## config.mk

```make
export PLATFORM = sky130hd
export DESIGN_NAME = uart_tx_ctrl
export DESIGN_NICKNAME = d
export VERILOG_FILES = /design/src/rtl/uart_tx_pkg.sv /design/src/rtl/uart_tx_serializer.sv /design/src/rtl/uart_tx_ctrl.sv
export SDC_FILE = /design/constraint.sdc
export NUM_CORES = 1
export LEC_CHECK = 0
export ABC_AREA = 1
export BUFFER_PORTS_ARGS = -buffer_cell sky130_fd_sc_hd__buf_2
export CELL_PAD_IN_SITES_DETAIL_PLACEMENT = 0
export CELL_PAD_IN_SITES_GLOBAL_PLACEMENT = 1
export CORE_MARGIN = 2
export CORE_UTILIZATION = 42
export DETAILED_ROUTE_END_ITERATION = 16
export PLACE_DENSITY_LB_ADDON = 0.1
export SETUP_SLACK_MARGIN = 0.2
export SLEW_MARGIN = 0
export SYNTH_ARGS = -nofsm -noshare
export SYNTH_HDL_FRONTEND = slang
export SYNTH_HIERARCHICAL = 1
export SYNTH_SLANG_ARGS = --single-unit
```

## constraint.sdc

```tcl
create_clock -name CLK -period 2.35 [get_ports CLK]
set_input_delay 0.235 -clock CLK [delete_from_list [all_inputs] [get_ports CLK]]
set_output_delay 0.235 -clock CLK [all_outputs]
set_load 0.1 [all_outputs]
```

## src/rtl/uart_tx_pkg.sv

```systemverilog
// uart_tx_pkg
// Shared definitions for the UART transmit controller: frame FSM state
// encoding, parity type constants and the parity helper.
package uart_tx_pkg;

  typedef enum logic [2:0] {
    IDLE   = 3'd0,
    START  = 3'd1,
    DATA   = 3'd2,
    PARITY = 3'd3,
    STOP1  = 3'd4,
    STOP2  = 3'd5
  } tx_state_e;

  localparam logic PAR_EVEN = 1'b0;
  localparam logic PAR_ODD  = 1'b1;

  // Widest legal data word; narrower words are zero-extended, which does not
  // change their XOR reduction.
  localparam int MAX_DATA_W = 9;

  // Parity bit for a data word: even parity makes the total count of ones
  // even, odd parity makes it odd.
  function automatic logic parity_bit(input logic [MAX_DATA_W-1:0] data,
                                      input logic                  typ);
    parity_bit = (^data) ^ (typ == PAR_ODD);
  endfunction

endpackage

```

## src/rtl/uart_tx_serializer.sv

```systemverilog
// uart_tx_serializer
// Shift register and bit counter for the data phase of a UART frame.
// Ports:
//   CLK, RST   clock, asynchronous active-low reset
//   load_i     load data_i into the shift register and clear the counter
//   shift_i    shift right by one and advance the counter
//   data_i     word to serialize
//   lsb_o      current LSB (bit on the line in this data slot)
//   next_o     bit that becomes the LSB after the next shift
//   done_o     counter has reached the last data bit
module uart_tx_serializer
  import uart_tx_pkg::*;
#(
  parameter int DATA_WIDTH = 8,
  parameter int CNT_W      = $clog2(DATA_WIDTH)
) (
  input  logic                  CLK,
  input  logic                  RST,
  input  logic                  load_i,
  input  logic                  shift_i,
  input  logic [DATA_WIDTH-1:0] data_i,
  output logic                  lsb_o,
  output logic                  next_o,
  output logic                  done_o
);

  logic [DATA_WIDTH-1:0] shift_q, shift_d;
  logic [CNT_W-1:0]      cnt_q,   cnt_d;

  always_ff @(posedge CLK or negedge RST) begin
    if (!RST) begin
      shift_q <= '0;
      cnt_q   <= '0;
    end else begin
      shift_q <= shift_d;
      cnt_q   <= cnt_d;
    end
  end

  assign done_o = (cnt_q == CNT_W'(DATA_WIDTH - 1));
  assign lsb_o  = shift_q[0];
  assign next_o = shift_q[1];

  always_comb begin
    shift_d = shift_q;
    cnt_d   = cnt_q;
    if (load_i) begin
      shift_d = data_i;
      cnt_d   = '0;
    end else if (shift_i) begin
      shift_d = {1'b0, shift_q[DATA_WIDTH-1:1]};
      // Saturate on the last bit so a stray shift can never wrap the count.
      if (!done_o) cnt_d = cnt_q + CNT_W'(1);
    end
  end

endmodule

```

## src/rtl/uart_tx_ctrl.sv

```systemverilog
// uart_tx_ctrl
// UART transmit controller: one-entry holding buffer, frame FSM, parity
// generation and serializer. Frames are START, DATA_WIDTH data bits (LSB
// first), optional parity, one or two stop bits; the FSM advances only on
// Bit_Tick and chains frames with no idle gap when the buffer is full.
// Ports:
//   CLK, RST     clock, asynchronous active-low reset
//   P_DATA       parallel data, captured on Data_Valid && Data_Ready
//   Data_Valid   producer offers P_DATA and config
//   Data_Ready   holding buffer empty
//   Par_En       parity bit enable (captured with P_DATA)
//   Par_Typ      0 even, 1 odd (captured with P_DATA)
//   Stop2        two stop bits (captured with P_DATA)
//   Bit_Tick     one-cycle strobe per bit period
//   TX_OUT       registered serial line, idle high
//   Busy         registered, high while a frame is on the line
module uart_tx_ctrl
  import uart_tx_pkg::*;
#(
  parameter int DATA_WIDTH = 8,
  parameter int CNT_W      = $clog2(DATA_WIDTH)
) (
  input  logic                  CLK,
  input  logic                  RST,
  input  logic [DATA_WIDTH-1:0] P_DATA,
  input  logic                  Data_Valid,
  output logic                  Data_Ready,
  input  logic                  Par_En,
  input  logic                  Par_Typ,
  input  logic                  Stop2,
  input  logic                  Bit_Tick,
  output logic                  TX_OUT,
  output logic                  Busy
);

  tx_state_e state_q, state_d;
  logic      tx_q, tx_d;
  logic      busy_q, busy_d;

  // Holding buffer
  logic                  buf_full_q;
  logic [DATA_WIDTH-1:0] buf_data_q;
  logic                  buf_pe_q, buf_pt_q, buf_s2_q;

  // Per-frame configuration, latched when the buffer moves out
  logic par_en_q, stop2_q, par_bit_q;

  logic capture, move_out, ser_load, ser_shift;
  logic ser_lsb, ser_next, ser_done;

  assign Data_Ready = !buf_full_q;
  assign capture    = Data_Valid && !buf_full_q;
  assign TX_OUT     = tx_q;
  assign Busy       = busy_q;

  uart_tx_serializer #(
    .DATA_WIDTH (DATA_WIDTH),
    .CNT_W      (CNT_W)
  ) u_ser (
    .CLK     (CLK),
    .RST     (RST),
    .load_i  (ser_load),
    .shift_i (ser_shift),
    .data_i  (buf_data_q),
    .lsb_o   (ser_lsb),
    .next_o  (ser_next),
    .done_o  (ser_done)
  );

  always_ff @(posedge CLK or negedge RST) begin
    if (!RST) begin
      state_q    <= IDLE;
      tx_q       <= 1'b1;
      busy_q     <= 1'b0;
      buf_full_q <= 1'b0;
      buf_data_q <= '0;
      buf_pe_q   <= 1'b0;
      buf_pt_q   <= 1'b0;
      buf_s2_q   <= 1'b0;
      par_en_q   <= 1'b0;
      stop2_q    <= 1'b0;
      par_bit_q  <= 1'b0;
    end else begin
      state_q <= state_d;
      tx_q    <= tx_d;
      busy_q  <= busy_d;
      // capture needs the buffer empty and move_out needs it full, so the
      // two never fire on the same edge.
      if (capture) begin
        buf_full_q <= 1'b1;
        buf_data_q <= P_DATA;
        buf_pe_q   <= Par_En;
        buf_pt_q   <= Par_Typ;
        buf_s2_q   <= Stop2;
      end else if (move_out) begin
        buf_full_q <= 1'b0;
      end
      if (move_out) begin
        par_en_q  <= buf_pe_q;
        stop2_q   <= buf_s2_q;
        // Parity comes from the captured word; the shift register is
        // consumed during DATA so it cannot be used later.
        par_bit_q <= parity_bit(MAX_DATA_W'(buf_data_q), buf_pt_q);
      end
    end
  end

  always_comb begin
    state_d   = state_q;
    tx_d      = tx_q;
    busy_d    = busy_q;
    move_out  = 1'b0;
    ser_load  = 1'b0;
    ser_shift = 1'b0;
    if (Bit_Tick) begin
      case (state_q)
        IDLE: begin
          tx_d = 1'b1;
          if (buf_full_q) begin
            state_d  = START;
            tx_d     = 1'b0;
            move_out = 1'b1;
            ser_load = 1'b1;
          end
        end
        START: begin
          state_d = DATA;
          tx_d    = ser_lsb;
        end
        DATA: begin
          if (ser_done) begin
            if (par_en_q) begin
              state_d = PARITY;
              tx_d    = par_bit_q;
            end else begin
              state_d = STOP1;
              tx_d    = 1'b1;
            end
          end else begin
            ser_shift = 1'b1;
            tx_d      = ser_next;
          end
        end
        PARITY: begin
          state_d = STOP1;
          tx_d    = 1'b1;
        end
        STOP1, STOP2: begin
          tx_d = 1'b1;
          if (state_q == STOP1 && stop2_q) begin
            state_d = STOP2;
          end else if (buf_full_q) begin
            // Chain straight into the next frame without an idle bit.
            state_d  = START;
            tx_d     = 1'b0;
            move_out = 1'b1;
            ser_load = 1'b1;
          end else begin
            state_d = IDLE;
          end
        end
        default: begin
          state_d = IDLE;
          tx_d    = 1'b1;
        end
      endcase
      busy_d = (state_d != IDLE);
    end
  end

endmodule

```

== Word level (Yosys, flattened, before mapping) ==
Index checks and enable logic that the tools add are counted.
W data, S select, Z words.
Storage, ports and cells
  bits in registers: 31
  latch bits: 0
  memory bits (writable): 0
  bits in read-only memories: 0
  input port bits: 15
  output and inout port bits: 3
  memories kept: 0
Operators by class
  $add $sub $neg: 1
  multiply operators: 0
  div/mod/pow operators: 0
  order comparisons: 0
  equal/unequal tests: 7
  shifts and indexed selects: 0
  muxes and demuxes: 26
  bitwise gates (word level): 1
  reductions and logical operators: 10
Operators by type and width (number)
  $mux W3: 8
  $mux W8: 2
  $pmux W3 S5: 1
  $mux W1: 13
  $eq A3 B3 Y1 const B: 3
  $reduce_xor A9 Y1: 1
  $eq A3 B2 Y1 const B: 2
  $pmux W1 S4: 1
  $reduce_bool A2 Y1: 2
  $add A3 B1 Y3 const B: 1
  $eq A3 B1 Y1 const B: 1
  $logic_not A3 Y1: 1
  $reduce_bool A3 Y1: 1
  $logic_and A1 B1 Y1: 2
  $ne A2 B2 Y1 const B: 1
  $pmux W1 S2: 1
  $reduce_and A2 Y1: 1
  $reduce_or A2 Y1: 1
  $logic_not A1 Y1: 1
  $xor A1 B1 Y1: 1

== Longest topological paths before layout ==
Gate-level depths: netlist of run 1.
  depth after elaboration: 7
  gate-level depth with buffers: 9
  gate-level depth less buffers: 9

== Hierarchy ==
The synthesis of run 1 kept the hierarchy.
By module, submodules not included
  uart_tx_ctrl: instances 1, cells an instance 130, area each 1022.2 um^2, sequential area each 501.7 um^2
  uart_tx_serializer: instances 1, cells an instance 64, area each 551.8 um^2, sequential area each 275.3 um^2

== Worst setup path after synthesis of run 1 ==
OpenSTA, ideal clock, no wires.
  path kind: reg2reg
  start point: register buf_full_q
  end point: register buf_data_q[0]
  setup time: 0.077 ns
  arrival time: 1.693 ns
  slack: 0.579 ns
  cell stages (with the launch flop): 6
  buffers on the path: 2
  cells stage by stage: dfrtp_1 -> inv_1 -> nand2_1 -> buf_2 -> buf_2 -> a21oi_1
On the way
  longest elaborated chain between the ends: 2
RTL lines
  from (decl): RTL line uart_tx_ctrl.sv:41  | logic buf_full_q;
  from (signal assigned): RTL line uart_tx_ctrl.sv:75  | buf_full_q <= 1'b0;
  from (signal assigned): RTL line uart_tx_ctrl.sv:90  | buf_full_q <= 1'b1;
  from (signal assigned): RTL line uart_tx_ctrl.sv:96  | buf_full_q <= 1'b0;
  $logic_not A1 Y1
  via Data_Ready: RTL line uart_tx_ctrl.sv:27  | output logic Data_Ready,
  $logic_and A1 B1 Y1: RTL line uart_tx_ctrl.sv:52  | assign capture = Data_Valid && !buf_full_q;
  to (signal assigned): RTL line uart_tx_ctrl.sv:76  | buf_data_q <= '0;
  to (signal assigned): RTL line uart_tx_ctrl.sv:91  | buf_data_q <= P_DATA;
  to (decl): RTL line uart_tx_ctrl.sv:42  | logic [DATA_WIDTH-1:0] buf_data_q;
The timed path passes the listed nets, and every way through them passes these cells.
A chain may end at the register's enable or synchronous reset.

== Worst setup path after layout of run 1 ==
  start point: register u_ser.cnt_q[0]
  end point: register u_ser.cnt_q[2]
On the way
  longest elaborated chain between the ends: 6
  elaborated cells between the ends (all ways): 11
  those cells by class: add/sub: 1; eq/ne: 2; mux: 6; reduce/logical: 2
RTL lines
  from (decl): RTL line uart_tx_serializer.sv:28  | logic [CNT_W-1:0] cnt_q, cnt_d;
  from (signal assigned): RTL line uart_tx_serializer.sv:36  | cnt_q <= cnt_d;
  $eq A3 B3 Y1: RTL line uart_tx_serializer.sv:40  | assign done_o = (cnt_q == CNT_W'(DATA_WIDTH - 1));
  via ser_done: RTL line uart_tx_ctrl.sv:49  | logic ser_lsb, ser_next, ser_done;
  $mux W1: RTL line uart_tx_ctrl.sv:131  | if (ser_done) begin
  $mux W1: RTL line uart_tx_ctrl.sv:116  | case (state_q)
  $mux W1: RTL line uart_tx_ctrl.sv:115  | if (Bit_Tick) begin
  via ser_shift: RTL line uart_tx_ctrl.sv:48  | logic capture, move_out, ser_load, ser_shift;
  $reduce_bool A2 Y1 (no source line)
  $reduce_and A2 Y1 (no source line)
The timed path passes the listed nets, and every way through them passes these cells. The select of a mux whose other input is x is not followed.

==> impl_metrics.prom, run 1 <==
# TYPE chip_impl_metric gauge
chip_impl_info{name="outcome",value="complete, but fails checks"} 1
chip_impl_info{name="violations",value="hold timing"} 1
chip_impl_metric{name="power.density",unit="nW/um^2"} 1355
chip_impl_metric{name="share_of_yosys_cell_area_claimed_by_the_top_area_cell_type",unit="%"} 47.69
chip_impl_metric{name="yosys_register_bits",unit=""} 31
chip_impl_metric{name="ir_drop",unit="uV"} 523.1
chip_impl_metric{name="die_area",unit="sq um"} 4253
chip_impl_metric{name="path_max_fanout",unit=""} 8
chip_impl_metric{name="clockPowerShare",unit="%"} 17.0
chip_impl_metric{name="synth-seq-area-share",unit="%"} 49.36
chip_impl_metric{name="worst-slew-pin-transition",unit="ns"} 0.6845
chip_impl_metric{name="finalNetCount",unit=""} 233
chip_impl_metric{name="htreeDepth",unit=""} 2
chip_impl_metric{name="reg2reg_setup_slack",unit="ns"} 0.57
chip_impl_metric{name="place.port_buffers",unit=""} 17
chip_impl_metric{name="first_iter_violations",unit=""} 79
chip_impl_metric{name="fp.dieH",unit="um"} 65.22
chip_impl_metric{name="cts_resized",unit=""} 0
chip_impl_info{name="worstSetupPathType",value="flip-flop to flip-flop"} 1
chip_impl_info{name="ys_top_cells_by_count",value="nand2_1 (65), dfrtp_1 (30), nand3_1 (17)"} 1
chip_impl_metric{name="register_area",unit="sq um"} 777.0
chip_impl_metric{name="wl_per_cell",unit="um"} 11.72
chip_impl_info{name="yosys.area.top_type",value="dfrtp_1"} 1
chip_impl_metric{name="finalWeightedCongestion",unit=""} 0.8263
chip_impl_metric{name="fp.coreArea",unit="sq um"} 3633
chip_impl_metric{name="grt.total_usage",unit="%"} 17.53
chip_impl_metric{name="critPathArrivalTime",unit="ns"} 1.95
chip_impl_metric{name="cp_data_required_time",unit="ns"} 2.52
chip_impl_metric{name="layout_min_cycle_time",unit="ns"} 1.782
chip_impl_metric{name="timing.setup.tns",unit="ns"} 0
chip_impl_metric{name="clkLatencyLatePin",unit="ns"} 0.28
chip_impl_info{name="cts_tree",value="yes"} 1
chip_impl_metric{name="hpwlAfterDp",unit="um"} 2319
chip_impl_metric{name="share_seq_of_total_power",unit="%"} 40.1
chip_impl_metric{name="post_synthesis_mean_instance_area",unit="sq um"} 8.113
chip_impl_metric{name="initial_utilization",unit="%"} 43.32
chip_impl_metric{name="netlist-cell-type-count",unit=""} 27
chip_impl_metric{name="grt_first_pass_wirelength",unit="um"} 5623
chip_impl_info{name="synth_flop_cell",value="dfrtp_1"} 1
chip_impl_metric{name="max_freq",unit="MHz"} 561.2
chip_impl_info{name="grt_setup_unrepaired",value="false"} 1
chip_impl_metric{name="cellLeakagePower",unit="nW"} 0.9219
chip_impl_metric{name="hold_ws",unit="ns"} -0.003692
chip_impl_metric{name="detail_route.drc_violations",unit=""} 0
chip_impl_metric{name="synthesis.instances",unit=""} 194
chip_impl_metric{name="synthesis.area",unit="sq um"} 1574
chip_impl_metric{name="synth_enable_flop_cells",unit=""} 0
chip_impl_metric{name="synthArstFlopShare",unit="%"} 100.0
chip_impl_metric{name="finalClockSkew",unit="ns"} 0.002779
chip_impl_metric{name="power.internal",unit="W"} 0.001356
chip_impl_metric{name="residual_antenna_violating_net_count_after_detailed_routing",unit=""} 0
chip_impl_metric{name="fillers",unit=""} 371
chip_impl_info{name="post_synth_main_area_contributors",value="dfrtp_1 (48%), nand2_1 (16%), nand3_1 (5.4%)"} 1
chip_impl_metric{name="grt_start_max_net_pins",unit=""} 32
chip_impl_metric{name="clock-sinks",unit=""} 31
chip_impl_metric{name="multiInputGateArea",unit="sq um"} 693.2
chip_impl_metric{name="detailroute.via_count",unit=""} 1318
chip_impl_metric{name="number_of_buffers_between_clock_root_and_the_deepest_sink",unit=""} 2
chip_impl_info{name="min-delay-path-class",value="input port to asynchronous set/reset pin"} 1
chip_impl_metric{name="power_switching_share",unit="%"} 44.23
chip_impl_metric{name="number_of_antenna_violations_at_the_first_check_in_global_routing",unit=""} 0
chip_impl_metric{name="slew_headroom",unit="%"} 54.37
chip_impl_metric{name="postCtsSetupBuffers",unit=""} 0
chip_impl_metric{name="rows",unit=""} 22
chip_impl_metric{name="design.portCount",unit=""} 18
chip_impl_metric{name="finalHoldViolations",unit=""} 13
chip_impl_metric{name="die-width",unit="um"} 65.22
chip_impl_info{name="synth.most_common_cell",value="nand2_1"} 1
chip_impl_metric{name="report.final.setup_viol",unit=""} 0
chip_impl_metric{name="drive_above_1_share",unit="%"} 18.98
chip_impl_metric{name="mappedNetlistNets",unit=""} 211
chip_impl_metric{name="max_slew_violation_total_from_the_final_report",unit=""} 0
chip_impl_metric{name="report.power.total",unit="W"} 0.002432
chip_impl_metric{name="route.final.wire_length",unit="um"} 3094
chip_impl_metric{name="power.net_switching",unit="W"} 0.001076
chip_impl_metric{name="first_global_vias",unit=""} 1277
chip_impl_metric{name="gr-total-overflow",unit=""} 0
chip_impl_metric{name="power_frac_comb",unit="%"} 42.9
chip_impl_info{name="ctsRootBufferMaster",value="clkbuf_8"} 1
chip_impl_metric{name="max_cap_viol_count",unit=""} 0
chip_impl_metric{name="via_per_inst",unit=""} 4.992
chip_impl_info{name="start_kind",value="flip-flop"} 1
chip_impl_info{name="critical_path_capture_point_type",value="flip-flop"} 1
chip_impl_metric{name="cts_made_buffers",unit=""} 5
chip_impl_metric{name="depth_of_the_worst_register_to_register_path",unit=""} 9
chip_impl_metric{name="insertedDiodeCount",unit=""} 0
chip_impl_metric{name="cts.reportedPaths.clkPinSlew",unit="ns"} 0.06
chip_impl_metric{name="ys_warn_count",unit=""} 6
chip_impl_metric{name="min_period_over_period",unit="%"} 75.82
chip_impl_metric{name="hold_buffers",unit=""} 0
chip_impl_metric{name="drt_pass1_iterations",unit=""} 4
chip_impl_metric{name="syn_to_final_growth",unit="%"} 14.07
## critical path, stage by stage, from the launching register on
cell and delay [ns]:
dfrtp_1 0.41, ha_1 0.22, ha_1 0.29, nor4_2 0.27, buf_4 0.23, inv_4 0.05
nand2_1 0.06, nand2_1 0.06, nand2_1 0.05, nand2_1 0.04
## layer usage
metal  GRT usage [%]  share of wire (%)
met5               0                  0
met4           6.250               0.90
met3           6.164                5.1
met2           27.30                 47
met1           22.58                 47
## state kept, by name, indices dropped and copies added (netlist names)
name / cells
Busy: 1
TX_OUT: 1
buf_data_q: 8
buf_full_q: 1
buf_pe_q: 1
buf_pt_q: 1
buf_s2_q: 1
par_bit_q: 1
par_en_q: 1
state_q: 3
stop2_q: 1
u_ser/cnt_q: 3
u_ser/shift_q: 8
## final cells by class
type,instances,share of cell area [%]
sequential,31,43.28
multi-input combinational,139,38.61
timing repair buffer,19,5.575
clock buffer,6,4.599
inverter,20,4.321
tap,48,3.345
clock inverter,1,0.2787
## path summary, 6_finish.rpt
kind / startpoint / to
worst max-delay path: u_ser/cnt_q[0] / u_ser/cnt_q[2]
min in group CLK: P_DATA[7] / buf_data_q[7]
worst min register to register: u_ser/shift_q[7] / u_ser/shift_q[6]
worst min-delay path: RST / Busy
worst max register to register: u_ser/cnt_q[0] / u_ser/cnt_q[2]
max in group asynchronous: RST / buf_data_q[4]
## through the flow
| step | setup slack, ns | instances | cell area, sq um | hold slack, ns | utilization [%] |
|---|---|---|---|---|---|
| 4_1_cts | 0.5655 | 264 | 1795 | 0.02463 | 49.41 |
| 6_report | 0.5682 | 264 | 1795 | -0.003692 | 49.41 |
| 5_1_grt | 0.3971 | 264 | 1795 | 0.02900 | 49.41 |
| 3_5_place_dp | 0.5744 | 257 | 1708 | 0.3293 | 47.00 |
| 2_1_floorplan | 0.5792 | 194 | 1574 | -0.06059 | - |
| 3_3_place_gp | 0.6388 | 257 | 1708 | 0.3111 | 47.00 |
## power by group through the flow
stage | sequential [W] | combinational [W] | clock [W]
after floorplan | 0.00106 | 0.000760 | 0
after global placement | 0.000980 | 0.00103 | 0
after detailed placement | 0.000988 | 0.00105 | 0
after CTS | 0.000979 | 0.00106 | 0.000436
after global routing | 0.00101 | 0.00120 | 0.000465
final | 0.000975 | 0.00104 | 0.000415
## cell usage in the layout, fill, tap and decap left out, drive strengths merged, types with 2 or more instances in the layout
cell / instances
ha: 2
nand2: 66
clkbuf: 6
inv: 20
o21ai: 6
nor2: 17
a21oi: 18
buf: 19
nand4: 4
nand3: 17
dfrtp: 30
mux2: 2
## cells by family (layout without fill, tap and decap cells)
group	count (synthesis)	after routing	share of synthesized area, %
compound gates	27	27	9.619
xor+xnor	2	2	1.113
fa+ha+maj	2	2	1.590
buf+inv	24	46	6.996
flops	31	31	49.36
mux	2	2	1.431
simple gates	106	106	29.89
No activity file was read; power rests on OpenSTA's default activity.
==> inputs of run 2 (changes only) <==
- ABC_AREA: 1 -> 0
- CORE_UTILIZATION: 42 -> 45
- clock period: 2.35 -> 1.7 ns (I/O delays scaled with it)
==> impl_metrics.prom, run 2 <==
# TYPE chip_impl_metric gauge
chip_impl_metric{name="ir_drop",unit="uV"} 885.2
chip_impl_metric{name="placed_cell_area",unit="sq um"} 1712
chip_impl_metric{name="met3_usage_grt",unit="%"} 6.522
chip_impl_metric{name="synth_enable_flop_cells",unit=""} 0
chip_impl_metric{name="cts_made_buffers",unit=""} 5
chip_impl_info{name="synth_flop_cell",value="dfrtp_1"} 1
chip_impl_metric{name="utilization",unit="%"} 60.81
chip_impl_metric{name="synth-adder-area-share",unit="%"} 1.635
chip_impl_metric{name="synthesis.area",unit="sq um"} 1530
chip_impl_metric{name="finalClockSkew",unit="ns"} 0.007493
chip_impl_metric{name="first_iter_violations",unit=""} 47
chip_impl_metric{name="cellLeakagePower",unit="nW"} 0.8794
chip_impl_metric{name="path_max_fanout",unit=""} 5
chip_impl_metric{name="number_of_antenna_violations_at_the_first_check_in_global_routing",unit=""} 0
chip_impl_metric{name="ys_warn_count",unit=""} 6
chip_impl_info{name="synth.most_common_cell",value="dfrtp_1"} 1
chip_impl_info{name="worstSetupPathType",value="flip-flop to flip-flop"} 1
chip_impl_metric{name="report.final.setup_viol",unit=""} 0
chip_impl_metric{name="place.port_buffers",unit=""} 17
chip_impl_metric{name="worst-slew-pin-transition",unit="ns"} 0.6900
chip_impl_metric{name="rows",unit=""} 21
chip_impl_metric{name="die_area",unit="sq um"} 3883
chip_impl_metric{name="detail_route.drc_violations",unit=""} 0
chip_impl_metric{name="gr_util_met2",unit="%"} 24.59
chip_impl_info{name="final_common_cell",value="dfrtp_1"} 1
chip_impl_info{name="regToRegStartpoint",value="state_q[2]"} 1
chip_impl_metric{name="synth-seq-area-share",unit="%"} 50.78
chip_impl_metric{name="slew_headroom",unit="%"} 54.00
chip_impl_metric{name="hpwlAfterDp",unit="um"} 1909
chip_impl_metric{name="reg2reg_setup_slack",unit="ns"} 0.04
chip_impl_metric{name="mappedNetlistNets",unit=""} 148
chip_impl_metric{name="post_synth_mux_area_share",unit="%"} 16.43
chip_impl_info{name="grt_setup_unrepaired",value="true"} 1
chip_impl_metric{name="synthesis.instances",unit=""} 131
chip_impl_metric{name="min_delay_path_depth",unit=""} 2
chip_impl_metric{name="drt_pass1_iterations",unit=""} 4
chip_impl_metric{name="share_of_yosys_cell_area_claimed_by_the_top_area_cell_type",unit="%"} 49.06
chip_impl_metric{name="drive_above_1_share",unit="%"} 47.93
chip_impl_metric{name="gr-total-overflow",unit=""} 0
chip_impl_metric{name="depth_of_the_worst_register_to_register_path",unit=""} 5
chip_impl_metric{name="design_area",unit="sq um"} 2013
chip_impl_metric{name="max_cap_viol_count",unit=""} 0
chip_impl_info{name="most-common-layout-cells",value="dfrtp_1 (28), buf_2 (15), buf_4 (12)"} 1
chip_impl_metric{name="synth_xor_xnor_area_share",unit="%"} 5.560
chip_impl_metric{name="synthSimpleGateAreaFrac",unit="%"} 11.28
chip_impl_metric{name="finalWeightedCongestion",unit=""} 0.7391
chip_impl_info{name="synth_top_family_by_area",value="multiplexers"} 1
chip_impl_info{name="slowest_cell_on_the_critical_path",value="or3_4"} 1
chip_impl_info{name="ctsRootBufferMaster",value="clkbuf_4"} 1
chip_impl_info{name="critical_path.cell_chain",value="or3_4, nor3b_4, buf_6, mux2i_2, o21ai_1"} 1
chip_impl_info{name="min-delay-path-class",value="input port to flip-flop"} 1
chip_impl_metric{name="synth_compound_area_share",unit="%"} 9.894
chip_impl_metric{name="worst_path_largest_cell_delay",unit="ns"} 0.43
chip_impl_metric{name="initial_utilization",unit="%"} 46.22
chip_impl_info{name="cts_tree",value="yes"} 1
chip_impl_metric{name="fp.coreArea",unit="sq um"} 3311
chip_impl_metric{name="grt_first_pass_wirelength",unit="um"} 4878
chip_impl_metric{name="max_freq",unit="MHz"} 603.5
chip_impl_metric{name="min_period_over_period",unit="%"} 97.47
chip_impl_info{name="ys_top_cells_by_count",value="dfrtp_1 (30), nand2_1 (12), mux2_2 (11)"} 1
chip_impl_metric{name="residual_antenna_violating_net_count_after_detailed_routing",unit=""} 0
chip_impl_metric{name="cts.reportedPaths.clkPinSlew",unit="ns"} 0.09
chip_impl_metric{name="finalNetCount",unit=""} 185
chip_impl_info{name="post_synth_main_area_contributors",value="dfrtp_1 (49%), mux2_2 (8.1%), mux2i_1 (5.9%)"} 1
chip_impl_info{name="start_kind",value="flip-flop"} 1
chip_impl_metric{name="htreeDepth",unit=""} 2
chip_impl_metric{name="yosys_register_bits",unit=""} 31
chip_impl_metric{name="layout_min_cycle_time",unit="ns"} 1.657
chip_impl_metric{name="route.final.wire_length",unit="um"} 2854
chip_impl_metric{name="fp.dieH",unit="um"} 62.32
chip_impl_metric{name="wl_per_cell",unit="um"} 13.27
chip_impl_metric{name="clkLatencyLatePin",unit="ns"} 0.33
chip_impl_info{name="reg.largest.list",value="buf_data_q x8, u_ser/shift_q x8"} 1
chip_impl_info{name="critical_path_capture_point_type",value="flip-flop"} 1
chip_impl_metric{name="number_of_buffers_between_clock_root_and_the_deepest_sink",unit=""} 2
chip_impl_metric{name="synthArstFlopShare",unit="%"} 100.0
chip_impl_metric{name="first_global_vias",unit=""} 1057
chip_impl_metric{name="grt_start_max_net_pins",unit=""} 32
chip_impl_info{name="critical_path.reg2reg.endpoint",value="u_ser/shift_q[4]"} 1
chip_impl_info{name="worst_hold_startpoint",value="P_DATA[6]"} 1
chip_impl_metric{name="design.portCount",unit=""} 18
chip_impl_metric{name="post_synthesis_mean_instance_area",unit="sq um"} 11.68
chip_impl_metric{name="critPathArrivalTime",unit="ns"} 1.88
chip_impl_metric{name="max_slew_violation_total_from_the_final_report",unit=""} 0
chip_impl_metric{name="insertedDiodeCount",unit=""} 0
chip_impl_metric{name="routing_usage_on_met1",unit="%"} 21.98
chip_impl_info{name="timing.hold.worst_endpoint",value="buf_data_q[6]"} 1
chip_impl_metric{name="finalHoldViolations",unit=""} 0
chip_impl_metric{name="detailroute.via_count",unit=""} 1054
chip_impl_metric{name="syn_to_final_growth",unit="%"} 31.56
chip_impl_metric{name="netlist-cell-type-count",unit=""} 37
chip_impl_info{name="yosys.area.top_type",value="dfrtp_1"} 1
chip_impl_metric{name="grt.total_usage",unit="%"} 16.50
chip_impl_metric{name="via_per_inst",unit=""} 4.902
chip_impl_metric{name="die-width",unit="um"} 62.32
chip_impl_metric{name="power.density",unit="nW/um^2"} 1995
chip_impl_metric{name="fillers",unit=""} 298
chip_impl_metric{name="cp_data_required_time",unit="ns"} 1.92
chip_impl_info{name="layer_with_the_highest_usage_after_global_routing",value="met2"} 1
chip_impl_metric{name="clock-sinks",unit=""} 31
chip_impl_info{name="outcome",value="finished clean"} 1
[run 2: final cells by class]
| cell class | instances | area (sq um) | area share (%) |
|---|---|---|---|
| Multi-Input combinational cell | 89 | 772.0 | 38.35 |
| Tap cell | 46 | 57.56 | 2.859 |
| Timing Repair Buffer | 38 | 320.3 | 15.91 |
| Clock buffer | 8 | 68.82 | 3.418 |
| Inverter | 3 | 15.01 | 0.7458 |
| Sequential cell | 31 | 779.5 | 38.72 |
[run 2: timing repair]
action                                  4_1_cts  5_1_grt
hold buffers                                  1        0
endpoints found under the hold margin        30        0
gates resized for setup                       7       18
endpoints found under the setup margin       16       17
buffers inserted                              5        4
pin swaps                                     3        9
gates cloned                                  1        1
[run 2: worst max-delay path, delay by kind of cell, from the launching register on]
family,cells,cell delay [ns]
AO/OA/AOI/OAI,1,0.07
buffers and inverters,1,0.17
flip-flops,1,0.41
multiplexers,1,0.23
AND/OR/NAND/NOR,2,0.67
[run 2: worst max path at each step]
stage	from	end	slack [ns]
floorplan	state_q[1]	u_ser/cnt_q[0]	0.10
global placement	u_ser/cnt_q[0]	u_ser/shift_q[3]	0.11
detailed placement	u_ser/cnt_q[0]	u_ser/cnt_q[0]	0.05
CTS	state_q[1]	u_ser/cnt_q[2]	0.06
global route	state_q[2]	u_ser/shift_q[4]	-0.03
finish	state_q[2]	u_ser/shift_q[4]	0.04
[run 2: metal layers]
layer | wire length [um] | vias to the layer above
met5 | 0 | -
met4 | 45 | 0
met3 | 126 | 5
met2 | 1317 | 17
met1 | 1365 | 503
li1 | - | 529
[run 2: through the flow]
step	hold WS (ns)	power, W	setup slack [ns]	std cells	setup TNS [ns]
after floorplan	-0.1256	0.002812	0.1041	131	0
after global placement	0.2470	0.003086	0.1073	195	0
after detailed placement	0.2513	0.003140	0.04689	195	0
after CTS	0.05085	0.003787	0.06109	210	0
after global routing	0.04033	0.004305	-0.03478	215	-0.06087
final	0.06547	0.004017	0.04297	215	0
[run 2: cell families (layout without fill, tap and decap cells)]
kind of cell               count (synthesis)  after routing
DFF                                       31             31
and+or+nand+nor                           32             32
muxes                                     23             23
xor gates and xnor gates                   8              8
AOI/OAI and AO/OA                         24             24
adders and majority gates                  2              2
buffers and inverters                     11             49
[run 2: power breakdown]
group / internal [W] / leakage [nW] / switching (W) / total [W]
Combinational: 0.00117 / 0.467 / 0.000969 / 0.00214
Sequential: 0.00110 / 0.374 / 0.000289 / 0.00139
Clock: 0.000243 / 0.0386 / 0.000238 / 0.000481
